<file path="config.mk">
export PLATFORM = sky130hd
export DESIGN_NAME = vctr_framer
export DESIGN_NICKNAME = d
export VERILOG_FILES = /design/src/rtl/vctr_framer.sv
export SDC_FILE = /design/constraint.sdc
export NUM_CORES = 1
export LEC_CHECK = 0
export CAP_MARGIN = 30
export CORE_ASPECT_RATIO = 0.6
export CORE_MARGIN = 1.5
export CORE_UTILIZATION = 63
export CTS_CLUSTER_DIAMETER = 150
export DETAILED_ROUTE_END_ITERATION = 10
export DONT_BUFFER_PORTS = 1
export PLACE_DENSITY = 0.83
export SYNTH_ARGS = -nofsm -noshare
export SYNTH_HDL_FRONTEND = slang
export SYNTH_SLANG_ARGS = --single-unit
</file>
<file path="constraint.sdc">
create_clock -name clock -period 3.6 [get_ports clock]
set_input_delay 0.54 -clock clock [delete_from_list [all_inputs] [get_ports clock]]
set_output_delay 0.54 -clock clock [all_outputs]
set_load 0.02 [all_outputs]
</file>
<file path="src/rtl/vctr_framer.sv">
// Framer feeding the vector channel demux: three 20-byte slots per frame,
// each a channel marker followed by payload drawn from a 4-deep input FIFO.
module vctr_framer #(
   parameter int unsigned BYTE_CLKS = 1252,
   parameter int unsigned SLOT_LEN  = 20,
   parameter logic [7:0]  FILL_BYTE = 8'hFF
) (
   input  logic       clock,
   input  logic       rst,
   input  logic       enable,
   input  logic [7:0] in_data,
   input  logic       in_valid,
   output logic       in_ready,
   output logic [7:0] vctr_data_out,
   output logic       byte_strobe,
   output logic       frame_start,
   output logic [7:0] underrun_cnt,
   output logic       busy
);

   localparam int unsigned TW = (BYTE_CLKS > 1) ? $clog2(BYTE_CLKS) : 1;
   localparam int unsigned SW = $clog2(SLOT_LEN + 1);

   typedef enum logic [1:0] {
      IDLE,
      MARKER,
      PAYLOAD
   } state_t;

   state_t          state;
   logic [TW-1:0]   tick_cnt;
   logic [SW-1:0]   slot_cnt;
   logic [1:0]      channel;

   logic [7:0]      mem [4];
   logic [1:0]      wr_ptr;
   logic [1:0]      rd_ptr;
   logic [2:0]      count;

   logic            tick;
   logic            slot_done;
   logic            pay_tick;
   logic            push;
   logic            pop;
   logic [7:0]      head;

   assign tick      = (tick_cnt == TW'(BYTE_CLKS - 1));
   assign slot_done = (slot_cnt == SW'(SLOT_LEN));
   assign pay_tick  = tick && (state != IDLE) && !slot_done;
   assign in_ready  = (count != 3'd4);
   assign push      = in_valid && in_ready;
   assign pop       = pay_tick && (count != 3'd0);
   assign head      = mem[rd_ptr];
   assign busy      = (state != IDLE);

   always_ff @(posedge clock or posedge rst) begin
      if (rst) begin
         tick_cnt <= '0;
      end else if (tick) begin
         tick_cnt <= '0;
      end else begin
         tick_cnt <= tick_cnt + TW'(1);
      end
   end

   always_ff @(posedge clock) begin
      if (push) begin
         mem[wr_ptr] <= in_data;
      end
   end

   always_ff @(posedge clock or posedge rst) begin
      if (rst) begin
         wr_ptr <= '0;
         rd_ptr <= '0;
         count  <= '0;
      end else begin
         if (push) begin
            wr_ptr <= wr_ptr + 2'd1;
         end
         if (pop) begin
            rd_ptr <= rd_ptr + 2'd1;
         end
         case ({push, pop})
            2'b10:   count <= count + 3'd1;
            2'b01:   count <= count - 3'd1;
            default: count <= count;
         endcase
      end
   end

   // slot_cnt counts bytes already driven in the current slot (marker = 1),
   // so a slot is finished once it reaches SLOT_LEN.
   always_ff @(posedge clock or posedge rst) begin
      if (rst) begin
         state         <= IDLE;
         slot_cnt      <= '0;
         channel       <= '0;
         vctr_data_out <= FILL_BYTE;
         byte_strobe   <= 1'b0;
         frame_start   <= 1'b0;
         underrun_cnt  <= '0;
      end else begin
         byte_strobe <= 1'b0;
         frame_start <= 1'b0;
         if (tick) begin
            case (state)
               IDLE: begin
                  if (enable) begin
                     state         <= MARKER;
                     channel       <= '0;
                     slot_cnt      <= SW'(1);
                     vctr_data_out <= 8'h00;
                     byte_strobe   <= 1'b1;
                     frame_start   <= 1'b1;
                  end
               end
               MARKER, PAYLOAD: begin
                  byte_strobe <= 1'b1;
                  if (!slot_done) begin
                     state    <= PAYLOAD;
                     slot_cnt <= slot_cnt + SW'(1);
                     if (count != 3'd0) begin
                        vctr_data_out <= (head < 8'h03) ? 8'h03 : head;
                     end else begin
                        vctr_data_out <= FILL_BYTE;
                        if (underrun_cnt != 8'hFF) begin
                           underrun_cnt <= underrun_cnt + 8'd1;
                        end
                     end
                  end else if (channel != 2'd2) begin
                     state         <= MARKER;
                     channel       <= channel + 2'd1;
                     slot_cnt      <= SW'(1);
                     vctr_data_out <= {6'b0, channel + 2'd1};
                  end else if (enable) begin
                     state         <= MARKER;
                     channel       <= '0;
                     slot_cnt      <= SW'(1);
                     vctr_data_out <= 8'h00;
                     frame_start   <= 1'b1;
                  end else begin
                     state         <= IDLE;
                     channel       <= '0;
                     slot_cnt      <= '0;
                     vctr_data_out <= FILL_BYTE;
                  end
               end
               default: begin
                  state <= IDLE;
               end
            endcase
         end
      end
   end

endmodule
</file>
==> results.cfg <==
[pwr]
p_sw_mw = 0.493
p_clk_share_pct = 34.3
combPwrFrac_pct = 11.6
power-per-cell-area_mw_per_mm2 = 522
swShare_pct = 24.8
ir_drop_uv = 410
seqPwrFrac_pct = 54.2
p_total_mw = 1.99
leakage_nw = 1.51
internal-power_mw = 1.50

[cts]
clockBufferDepth = 2
hold_buffers = 0
clk_latency_ns = 0.35
clk_pin_slew_ns = 0.07
root_buffer = clkbuf_8
cts_tree = yes
cts_sinks = 77
post_cts_resized = 0
post-cts-setup-buffers = 0
htreeDepth = 3
cts_made_buffers = 9

[final_layout]
antenna_cells = 0
syn_to_final_growth_pct = 7.18
final_area_mm2 = 0.00381
final_cells = 354
layout.nets = 307
drive_above_1_share_pct = 15.3
fin_util_pct = 72.5

[logic_synthesis]
yosysMostFrequentCell = dfrtp_1
ys_types = 46
syn_avg_cell_area_um2 = 12.7
synth_area_mm2 = 0.00356
synthArstFlopShare_pct = 58.4
synth-main-ff-cell = dfrtp_1
syn_inst = 279
ys_seq_elements = 77
ys_warn_count = 0
yosysTopAreaCell = edfxtp_1
synth_edf_count = 32
yosys-top-cells-area = edfxtp_1 27%, dfrtp_1 26%, dfstp_2 5.9%
synth_nets = 303
netlist.area_leader.share_pct = 27.0
synth-seq-area-share_pct = 59.0
synth_common_cells = 37 x dfrtp_1, 32 x edfxtp_1, 26 x o21ai_0

[placed_design]
io_buffers = 0
gp_congestion = 0.913
dpl.hpwl_um = 4850
placed_area_mm2 = 0.00361
dp_cells = 338

[global_routing]
grt_max_degree = 46
grt_pass1_vias = 2352
grtUsageTotal_pct = 26.4
antenna_found_initial = 0
overflow = 0
grt_pass1_wl_um = 11800

[worst_setup_path]
critical_path_class = register to register
path_max_fanout = 22
cp.arrival_ns = 3.27
r2r_cells = 9
crit_required_ns = 3.87
cp-end-kind = register
startpoint_type = register

[timing]
tightest_slew_ns = 0.908
finalCritPeriodShare_pct = 83.3
rsz0062_at_grt = no
fin_crit_ns = 3.00
finalSetupViolCount = 0
setup-tns-final_ns = 0
maxSlewHeadroom_pct = 39.4
fmax_mhz = 334
hold_viol = 0
finClkSkew_ns = 0.00594
maxSlewViolCount = 0

[routing]
drc = 0
routed_via_density = 6.41
wl_per_cell_um = 19.6
drtIter0Drc = 228
drt_wl_total_um = 6950
dr_total_vias = 2269
ant_nets = 0
drtPass1Iterations = 4

[die]
die_area_mm2 = 0.00612
start_util_pct = 67.7
ios = 32
fp.coreArea_mm2 = 0.00526
die_h_um = 61.2
die_x_um = 100
core.rowCount = 20

[status]
status = completed

[hold_path]
hold_class = input pin to async pin

[run]
cap_violations = 0
==> worst paths after layout <==
path                       slack, ns              end   startpoint
hold / removal                  0.26         count[0]          rst
min in group clock              0.28        mem[3][3]   in_data[3]
setup reg to reg                0.60         count[2]  tick_cnt[2]
hold reg to reg                 0.52      slot_cnt[4]  slot_cnt[4]
setup / recovery                0.60         count[2]  tick_cnt[2]
max in group asynchronous       2.76  underrun_cnt[2]          rst
==> final cells by class <==
type	count	area, µm²
Fill cell	350	1440
Sequential cell	77	2100
Clock inverter	6	78.8
Inverter	16	60.1
Timing Repair Buffer	1	5.00
Clock buffer	10	128
Tap cell	66	82.6
Multi-Input combinational cell	178	1360
==> power by group through the flow <==
stage          Clock [mW]  Sequential [mW]  Combinational (mW)
3_3_place_gp            0             1.09               0.218
6_report            0.681             1.08               0.230
3_5_place_dp            0             1.10               0.232
5_1_grt             0.728             1.09               0.266
4_1_cts             0.698             1.08               0.234
2_1_floorplan           0             1.08               0.176
==> logic make-up after synthesis <==
logic type	share of synthesized area, %
multiplexers	6.30
adder cells (fa/ha/maj)	4.43
AO/OA/AOI/OAI	7.74
flip-flops	59.0
XOR/XNOR	5.17
AND/OR/NAND/NOR	14.6
buffers and inverters	2.78
==> metrics by stage <==
step	setup slack [ns]	hold WS, ns
global placement	0.688	0.493
global route	0.433	0.255
finish	0.603	0.259
detailed placement	0.635	0.501
CTS	0.612	0.264
floorplan	0.795	0.466
==> worst max-delay path: stages (launching register included) <==
cell and delay [ns]:
dfrtp_1 0.46, or4_4 0.51, or4_4 0.58, nor3_2 0.27
ha_1 0.23, inv_1 0.06, fa_1 0.37, xor2_1 0.17
nor2_1 0.11, xor2_1 0.16
==> flip-flops by register name, indices dropped and copies added (netlist names) <==
register       cells
state              2
vctr_data_out      8
underrun_cnt       8
mem               32
channel            2
count              3
wr_ptr             2
tick_cnt          11
rd_ptr             2
frame_start        1
slot_cnt           5
byte_strobe        1
==> cell usage in the layout, fill, tap and decap left out, types with 2 or more instances in the layout <==
cell type	Yosys	routed
xor2_1	12	12
nor3_1	6	6
dfrtp_1	37	37
mux2_2	3	3
dfstp_2	8	8
inv_1	16	15
xnor2_1	9	9
ha_1	11	11
a211oi_1	3	3
nand3_1	11	11
nand2b_1	3	3
or4_1	2	2
clkinv_2	0	3
nor4_2	2	2
nand4b_1	3	3
and3_1	6	6
a21oi_1	3	3
or2_2	2	2
edfxtp_1	32	32
nor2_1	14	14
or4_4	2	2
nand2_1	13	13
nand4_1	4	4
nor4_1	6	6
o21ai_0	26	26
bufinv_16	0	2
and4_1	4	4
o31ai_1	9	9
mux4_2	8	8
clkbuf_8	0	9
==> metal layers <==
metal | GRT usage [%] | share of wire [%]
met1 | 35.8 | 45
met2 | 40.4 | 44
met3 | 9.99 | 8.8
met4 | 8.65 | 2.1
met5 | 0 | 0
(Power assumes the default switching activity.)
